==> config.mk <==
export PLATFORM = sky130hd
export DESIGN_NAME = dual_port_ram_param
export DESIGN_NICKNAME = d
export VERILOG_FILES = /design/src/rtl/dpram_pkg.sv /design/src/rtl/dpram_out_stage.sv /design/src/rtl/dual_port_ram_param.sv
export SDC_FILE = /design/constraint.sdc
export NUM_CORES = 2
export LEC_CHECK = 0
export BUFFER_PORTS_ARGS = -buffer_cell sky130_fd_sc_hd__buf_4
export CAP_MARGIN = 30
export CORE_MARGIN = 2
export CORE_UTILIZATION = 55
export CTS_BUF_LIST = sky130_fd_sc_hd__clkbuf_16
export DETAILED_ROUTE_END_ITERATION = 7
export GPL_TIMING_DRIVEN = 1
export PLACE_DENSITY = 0.69
export SYNTH_ARGS = -nofsm -noshare
export SYNTH_HDL_FRONTEND = slang
export SYNTH_HIERARCHICAL = 1
export SYNTH_SLANG_ARGS = --single-unit
==> constraint.sdc <==
create_clock -name clk -period 5 [get_ports clk]
set_input_delay 0 -clock clk [delete_from_list [all_inputs] [get_ports clk]]
set_output_delay 0 -clock clk [all_outputs]
set_load 0.01 [all_outputs]
==> src/rtl/dpram_pkg.sv <==
// dpram_pkg: shared constants and helpers for dual_port_ram_param.
//   RDW_READ_FIRST / RDW_WRITE_FIRST : same-address read-during-write policy codes.
//   byte_merge(old, new, be)         : word whose enabled bytes come from new and
//                                      the others from old. Operates on a wide
//                                      container; callers size-cast in and out.
package dpram_pkg;

    localparam int RDW_READ_FIRST  = 0;
    localparam int RDW_WRITE_FIRST = 1;

    // Widest word byte_merge handles; narrower words are zero-extended on entry.
    localparam int MERGE_MAX_W  = 1024;
    localparam int MERGE_MAX_BE = MERGE_MAX_W / 8;

    typedef logic [MERGE_MAX_W-1:0]  merge_word_t;
    typedef logic [MERGE_MAX_BE-1:0] merge_be_t;

    function automatic merge_word_t byte_merge(input merge_word_t old_w,
                                               input merge_word_t new_w,
                                               input merge_be_t   be);
        merge_word_t res;
        res = old_w;
        for (int i = 0; i < MERGE_MAX_BE; i++) begin
            if (be[i]) res[8*i +: 8] = new_w[8*i +: 8];
        end
        return res;
    endfunction

endpackage

==> src/rtl/dpram_out_stage.sv <==
// dpram_out_stage: optional output pipeline register for the RAM read path.
//   clk, rst_n      : clock, asynchronous active-low clear
//   valid_i/valid_o : read-valid strobe in / delayed by one edge
//   data_i/data_o   : read data in / out; out holds when no valid read passes
//   coll_i/coll_o   : collision flag in / delayed by one edge
module dpram_out_stage #(
    parameter int DATA_W = 8
) (
    input  logic              clk,
    input  logic              rst_n,
    input  logic              valid_i,
    input  logic [DATA_W-1:0] data_i,
    input  logic              coll_i,
    output logic              valid_o,
    output logic [DATA_W-1:0] data_o,
    output logic              coll_o
);

    logic              valid_q;
    logic              coll_q;
    logic [DATA_W-1:0] data_q;
    logic [DATA_W-1:0] data_d;

    // Data only moves with a valid read so the output holds between reads.
    assign data_d = valid_i ? data_i : data_q;

    always_ff @(posedge clk or negedge rst_n) begin
        if (!rst_n) begin
            valid_q <= 1'b0;
            coll_q  <= 1'b0;
            data_q  <= '0;
        end else begin
            valid_q <= valid_i;
            coll_q  <= coll_i;
            data_q  <= data_d;
        end
    end

    assign valid_o = valid_q;
    assign data_o  = data_q;
    assign coll_o  = coll_q;

endmodule

==> src/rtl/dual_port_ram_param.sv <==
// dual_port_ram_param: simple dual-port synchronous RAM, one write + one read port.
//   clk, rst_n        : clock, asynchronous active-low reset (memory contents kept)
//   cs                : chip select, gates both ports
//   write_en/addr/data/be : write request with per-byte enables
//   read_en/read_addr : read request
//   read_data         : read result, holds between reads
//   read_valid        : one-cycle strobe qualifying read_data (latency 1 or 2)
//   collision         : with read_valid, read hit the address written that cycle
//   addr_err          : one-cycle pulse one edge after an out-of-range access
module dual_port_ram_param
    import dpram_pkg::*;
#(
    parameter int DATA_W   = 8,
    parameter int ADDR_W   = 8,
    parameter int DEPTH    = 256,
    parameter int BE_W     = DATA_W / 8,
    parameter int RDW_MODE = RDW_READ_FIRST,
    parameter int OUT_REG  = 0
) (
    input  logic              clk,
    input  logic              rst_n,
    input  logic              cs,
    input  logic              write_en,
    input  logic [ADDR_W-1:0] write_addr,
    input  logic [DATA_W-1:0] write_data,
    input  logic [BE_W-1:0]   write_be,
    input  logic              read_en,
    input  logic [ADDR_W-1:0] read_addr,
    output logic [DATA_W-1:0] read_data,
    output logic              read_valid,
    output logic              collision,
    output logic              addr_err
);

    localparam int IDX_W = (DEPTH > 1) ? $clog2(DEPTH) : 1;
    // One extra bit so DEPTH == 2**ADDR_W is representable.
    localparam logic [ADDR_W:0] DEPTH_A = (ADDR_W + 1)'(DEPTH);

    logic [DATA_W-1:0] mem_q [DEPTH];

    logic              wr_acc, rd_acc, wr_ok, rd_ok, rd_hit;
    logic [IDX_W-1:0]  wr_idx, rd_idx;
    logic [DATA_W-1:0] rd_old, rd_merged;

    logic [DATA_W-1:0] rd_data_d, rd_data_q;
    logic              rd_valid_d, rd_valid_q;
    logic              coll_d, coll_q;
    logic              err_d, err_q;

    assign wr_acc = cs && write_en;
    assign rd_acc = cs && read_en;
    assign wr_ok  = {1'b0, write_addr} < DEPTH_A;
    assign rd_ok  = {1'b0, read_addr}  < DEPTH_A;
    assign wr_idx = write_addr[IDX_W-1:0];
    assign rd_idx = read_addr[IDX_W-1:0];

    // A zero byte mask writes nothing, so it cannot collide.
    assign rd_hit = wr_acc && rd_acc && wr_ok && rd_ok &&
                    (write_addr == read_addr) && (write_be != '0);

    // Memory: no reset on the array, but writes are blocked while rst_n is low.
    always_ff @(posedge clk) begin
        if (rst_n && wr_acc && wr_ok) begin
            for (int b = 0; b < BE_W; b++) begin
                if (write_be[b]) mem_q[wr_idx][8*b +: 8] <= write_data[8*b +: 8];
            end
        end
    end

    always_comb begin
        rd_old    = mem_q[rd_idx];
        rd_merged = DATA_W'(byte_merge(merge_word_t'(rd_old),
                                       merge_word_t'(write_data),
                                       merge_be_t'(write_be)));
        rd_data_d = rd_data_q;
        if (rd_acc) begin
            if (!rd_ok)
                rd_data_d = '0;
            else if (RDW_MODE == RDW_WRITE_FIRST && rd_hit)
                rd_data_d = rd_merged;
            else
                rd_data_d = rd_old;
        end
        rd_valid_d = rd_acc;
        coll_d     = rd_hit;
        // Read and write range errors in one cycle fold into a single pulse.
        err_d      = (rd_acc && !rd_ok) || (wr_acc && !wr_ok);
    end

    always_ff @(posedge clk or negedge rst_n) begin
        if (!rst_n) begin
            rd_data_q  <= '0;
            rd_valid_q <= 1'b0;
            coll_q     <= 1'b0;
            err_q      <= 1'b0;
        end else begin
            rd_data_q  <= rd_data_d;
            rd_valid_q <= rd_valid_d;
            coll_q     <= coll_d;
            err_q      <= err_d;
        end
    end

    // addr_err also covers writes, so it is not delayed by the output stage.
    assign addr_err = err_q;

    if (OUT_REG != 0) begin : g_out_reg
        dpram_out_stage #(.DATA_W(DATA_W)) u_out_stage (
            .clk     (clk),
            .rst_n   (rst_n),
            .valid_i (rd_valid_q),
            .data_i  (rd_data_q),
            .coll_i  (coll_q),
            .valid_o (read_valid),
            .data_o  (read_data),
            .coll_o  (collision)
        );
    end else begin : g_no_out_reg
        assign read_valid = rd_valid_q;
        assign read_data  = rd_data_q;
        assign collision  = coll_q;
    end

endmodule

# ---- Yosys cells after proc, flatten, opt, wreduce, memory -nomap -nowiden
# Memory sizes are Yosys's and may differ from the RTL's. A register that Yosys moved wholly into a read port is not among the register bits.
# Cells that the tools add are included.
dict set report classes {
  addsub 0
  n_mul 0
  div 0
  magnitude_cmp 0
  eq_ne 1
  shifts 0
  n_mux 3
  bitwise 0
  n_reduce_logical 7
}
# op n
set ops {}
lappend ops {{== test 8 bit} 1}
lappend ops {{logical AND 1 bit} 6}
lappend ops {{2-to-1 mux 1 bit} 3}
lappend ops {{logical NOT 1 bit} 1}
dict set report word_totals {
  regBits 2
  latchBits 0
  ram_bits 2048
  rom_bits 0
  in_bits 30
  output_inout_bits 11
  n_memories 1
}
# memory depth width read_ports rd_ports_with_merged_regs write_ports line_no
set mem_list {}
lappend mem_list {mem_q 256 8 1 1 1 dual_port_ram_param.sv:39} ;# logic [DATA_W-1:0] mem_q [DEPTH];

# ---- Logic depth before layout (Yosys ltp)
dict set report depth {
  word_depth 4
  mapped_depth 13
  ltp_nobuf 7
}

# ---- Least setup slack after synthesis
# No wires, ideal clock.
dict set report synth_path {
  path_type {input port to flip-flop}
  from {input read_addr[0]}
  to {register rd_data_q[6], in the netlist read_data[6], read port of mem_q}
  setup_ns 0.133
  arrival_time_ns 1.844
  required_ns 4.867
  slack_ns 3.023
  cell_stages 10
  n_path_buf 4
  path_cell_list {buf_6 -> buf_12 -> buf_12 -> buf_4 -> mux4_2 -> mux4_2 -> nor2_1 -> nor2_1 -> o2111ai_2 -> o211ai_1}
}
# item line_no
set synth_rtl {}
lappend synth_rtl {{start: declaration} dual_port_ram_param.sv:28} ;# input logic [ADDR_W-1:0] read_addr,
lappend synth_rtl {{end: declaration} dual_port_ram_param.sv:45} ;# logic [DATA_W-1:0] rd_data_d, rd_data_q;

==> summary.json <==
{
  "worst_setup_path": {
    "critical_path.reg2reg.endpoint": "read_data[6]$_DFFE_PN0N_",
    "timing.reg2reg.worst_path_depth": 8,
    "cp_max_fo": 24,
    "crit_top_cell": "sky130_fd_sc_hd__buf_4",
    "cells_traversed_along_the_worst_timing_path": "buf_4 > buf_4 > nor2_4 > buf_4 > a22o_1 > a2111oi_1 > buf_2 > a2111oi_1 > nand4b_1 > o211ai_1 > dlygate4sd3_1",
    "critical-path-slowest-cell": "sky130_fd_sc_hd__a2111oi_1",
    "crit-reg2reg-launch": "mem_q[51][6]$_DFFE_PP_",
    "cp_top_family": "buffers and inverters",
    "end_kind": "register",
    "startpoint_type": "primary input",
    "worstPathArrival_ns": 4.26,
    "crit_path_buf_inv_count": 5,
    "critical_path_startpoint": "read_addr[4]",
    "timing.reg2reg.setup_slack_ns": 1.65,
    "worst_path_largest_cell_delay_ns": 0.91,
    "crit_required_ns": 5.75,
    "timing.setup.critical_path_class": "primary input to register"
  },
  "floorplan": {
    "design.die.area_um2": 149800,
    "boundaryPins": 41,
    "row_count": 140,
    "chipWidth_um": 387.1,
    "core_area_um2": 145700,
    "initial_core_util_pct": 55.38,
    "die-height_um": 387.1
  },
  "logic_synthesis": {
    "synth.top_cells.by_area": "sky130_fd_sc_hd__edfxtp_1 (76%), sky130_fd_sc_hd__mux4_2 (9.7%), sky130_fd_sc_hd__mux2i_1 (3.7%)",
    "syn_area_per_cell_um2": 20.38,
    "yosys.cell_count.top_type": "sky130_fd_sc_hd__edfxtp_1",
    "synth_enable_flop_cells": 2048,
    "netlist.top_cell.by_area": "sky130_fd_sc_hd__edfxtp_1",
    "sequential_cell_area_fraction_in_the_yosys_report_pct": 76.51,
    "post_synth_inst_count": 3961,
    "synth.top_cell.area_share_pct": 76.20,
    "synth-warning-count": 6,
    "async_flop_share_pct": 0.4859,
    "postSynthRegisterBits": 2058,
    "post_synth_num_cell_types": 69,
    "syn-num-nets": 3991,
    "syn-cell-area_um2": 80710,
    "synth_common_cells": "sky130_fd_sc_hd__edfxtp_1 (2048), sky130_fd_sc_hd__mux4_2 (346), sky130_fd_sc_hd__mux2i_1 (298), sky130_fd_sc_hd__nor2_1 (298), sky130_fd_sc_hd__o22ai_1 (114)",
    "ys_dominant_reg_cell": "sky130_fd_sc_hd__edfxtp_1"
  },
  "place": {
    "post_dp_hpwl_mm": 127.2,
    "dp_worst_setup_slack_ns": 1.293,
    "gpl.final_weighted_congestion": 0.8748,
    "port_buffers": 39
  },
  "drt": {
    "routed-via-count": 41320,
    "detail_route.vias_per_cell": 6.685,
    "detail-route-antenna-nets": 0,
    "detailed_route_wire_length_mm": 207.7,
    "drt_pre_antenna_iters": 6,
    "wl_per_cell_um": 33.61,
    "initialDrtViolationCount": 5788,
    "remaining_drc_errors": 0
  },
  "min_path": {
    "hp-start": "write_data[2]",
    "whs_endpoint": "mem_q[80][2]$_DFFE_PP_",
    "timing.hold.worst_path_depth": 1,
    "worstHoldPathType": "primary input to register"
  },
  "clock_network": {
    "cts_tree": "yes",
    "ctsHtreeMaxLevel": 4,
    "latest_clock_arrival_within_the_worst_skew_pair_ns": 0.82,
    "cts_resized": 0,
    "cts-hold-fix-buffers": 21,
    "clock_tree_root_driver_cell": "sky130_fd_sc_hd__clkbuf_16",
    "clk_path_buf_depth": 3,
    "clkTransAtPathRegs_ns": 0.06,
    "cts_made_buffers": 197,
    "buffers_inserted_by_post_cts_timing_repair": 0,
    "cts.sink_count": 2058
  },
  "flow_run": {
    "drv.max_cap_violation_count": 0
  },
  "power_and_ir_drop": {
    "p_leak_nw": 28.40,
    "powerDensity_nw_per_um2": 392.7,
    "total_power_mw": 35.11,
    "irDropWorstVdd_mv": 0.3017
  },
  "cells_and_area": {
    "drive_above_1_share_pct": 18.85,
    "final.fill_count": 9983,
    "area_growth_syn_to_layout_pct": 10.74,
    "postLayoutCoreUtil_pct": 61.33,
    "multi_input_area_um2": 17080,
    "layout.area.seq_um2": 61750,
    "design.final.nets": 4134
  },
  "timing": {
    "layout_worst_path_cycle_share_pct": 70.25,
    "maxSlewViolCount": 0,
    "finalClockSkew_ns": 0.03644,
    "maxClockFrequency_mhz": 284.7,
    "unrepaired_setup_endpoints_after_global_routing": "false",
    "report.final.setup_viol": 0,
    "final_hold_viol_count": 0,
    "worst_slew_pin_slew_ns": 1.080,
    "setup_tns_ns": 0,
    "max-slew-margin-rel_pct": 28.01,
    "post-route-worst-setup-slack_ns": 1.488,
    "period_needed_ns": 3.512
  },
  "grt": {
    "grt_start_max_net_pins": 190,
    "grt_pass1_vias": 39980,
    "grt_pass1_wl_mm": 295.5,
    "antenna_found_initial": 7,
    "groute.usage.overall_pct": 27.64,
    "overflow": 0
  },
  "outcome": {
    "run_status": "complete, no violations"
  }
}
-- sequential cells by signal, indices dropped and copies added (netlist names) --
register    flops
collision       1
mem_q        2048
read_data       8
read_valid      1
-- cell type report --
cell class	instances	area share, %
sequential	2058	69.08
multi-input combinational	1649	19.11
clock buffer	201	5.627
tap	1917	2.683
timing repair buffer	194	2.189
clock inverter	155	1.282
inverter	4	0.01960
antenna	2	0.005599
-- kinds of logic (layout without fill, tap and decap cells) --
| group | Yosys count | in the layout | synth area share, % |
|---|---|---|---|
| buffers and inverters | 254 | 554 | 2.386 |
| AOI/OAI and AO/OA | 427 | 427 | 3.672 |
| and+or+nand+nor | 532 | 532 | 2.828 |
| muxes | 681 | 681 | 14.52 |
| xor gates and xnor gates | 8 | 8 | 0.08681 |
| DFF | 2058 | 2058 | 76.51 |
| other | 1 | 3 | 0.004646 |
-- power breakdown --
part / total [mW] / leakage [nW] / switching (mW) / internal [mW]
registers: 19.0 / 18.5 / 0.0409 / 19.0
logic: 1.76 / 6.68 / 1.17 / 0.582
clock network: 14.3 / 3.19 / 6.29 / 8.03
-- cells in the final DEF (no fill, tap or decap), types with 7 or more instances in the layout --
master	count
sky130_fd_sc_hd__a2111oi_0	10
sky130_fd_sc_hd__a211oi_1	43
sky130_fd_sc_hd__a21oi_1	51
sky130_fd_sc_hd__a22oi_1	68
sky130_fd_sc_hd__a31oi_1	9
sky130_fd_sc_hd__buf_12	25
sky130_fd_sc_hd__buf_4	127
sky130_fd_sc_hd__bufinv_16	15
sky130_fd_sc_hd__clkbuf_16	201
sky130_fd_sc_hd__clkbuf_8	8
sky130_fd_sc_hd__clkinv_1	48
sky130_fd_sc_hd__clkinv_2	33
sky130_fd_sc_hd__dfrtp_1	10
sky130_fd_sc_hd__dlygate4sd3_1	21
sky130_fd_sc_hd__edfxtp_1	2048
sky130_fd_sc_hd__inv_1	47
sky130_fd_sc_hd__mux2i_1	298
sky130_fd_sc_hd__mux4_1	35
sky130_fd_sc_hd__mux4_2	346
sky130_fd_sc_hd__nand2_1	99
sky130_fd_sc_hd__nand3_1	35
sky130_fd_sc_hd__nand4_1	10
sky130_fd_sc_hd__nor2_1	295
sky130_fd_sc_hd__nor2b_1	12
sky130_fd_sc_hd__nor3_1	29
sky130_fd_sc_hd__nor4_1	11
sky130_fd_sc_hd__o211ai_1	7
sky130_fd_sc_hd__o21ai_0	38
sky130_fd_sc_hd__o221ai_1	41
sky130_fd_sc_hd__o22ai_1	114
-- worst max-delay path by stage --
stage | cells past startpoint | to | slack [ns]
2_1_floorplan | 10 | read_data[6]$_DFFE_PN0N_ | 3.02
3_3_place_gp | 8 | read_data[6]$_DFFE_PN0N_ | 0.77
3_5_place_dp | 10 | read_data[3]$_DFFE_PN0N_ | 1.29
4_1_cts | 11 | read_data[6]$_DFFE_PN0N_ | 1.67
5_1_grt | 11 | read_data[6]$_DFFE_PN0N_ | 1.65
6_report | 11 | read_data[6]$_DFFE_PN0N_ | 1.49
-- metal layers --
| metal | global-route usage (%) | wire (um) | part of all wire (%) | vias up |
|---|---|---|---|---|
| li1 | - | - | - | 16730 |
| met1 | 40.90 | 81270 | 39 | 21520 |
| met2 | 42.04 | 95980 | 46 | 2657 |
| met3 | 5.657 | 23620 | 11 | 396 |
| met4 | 8.523 | 6767 | 3.3 | 10 |
| met5 | 0 | 62 | 0.030 | - |
-- stage by stage --
step | cells | hold slack, ns | instance area, um2
after floorplan | 3961 | -0.2956 | 80710
after global placement | 5784 | -0.1194 | 82790
after detailed placement | 5797 | -0.1150 | 82960
after CTS | 6174 | 0.0007898 | 89350
after global routing | 6178 | 0.04970 | 89380
final | 6180 | 0.009569 | 89380
Note: power is estimated with default switching activity, not from simulation.
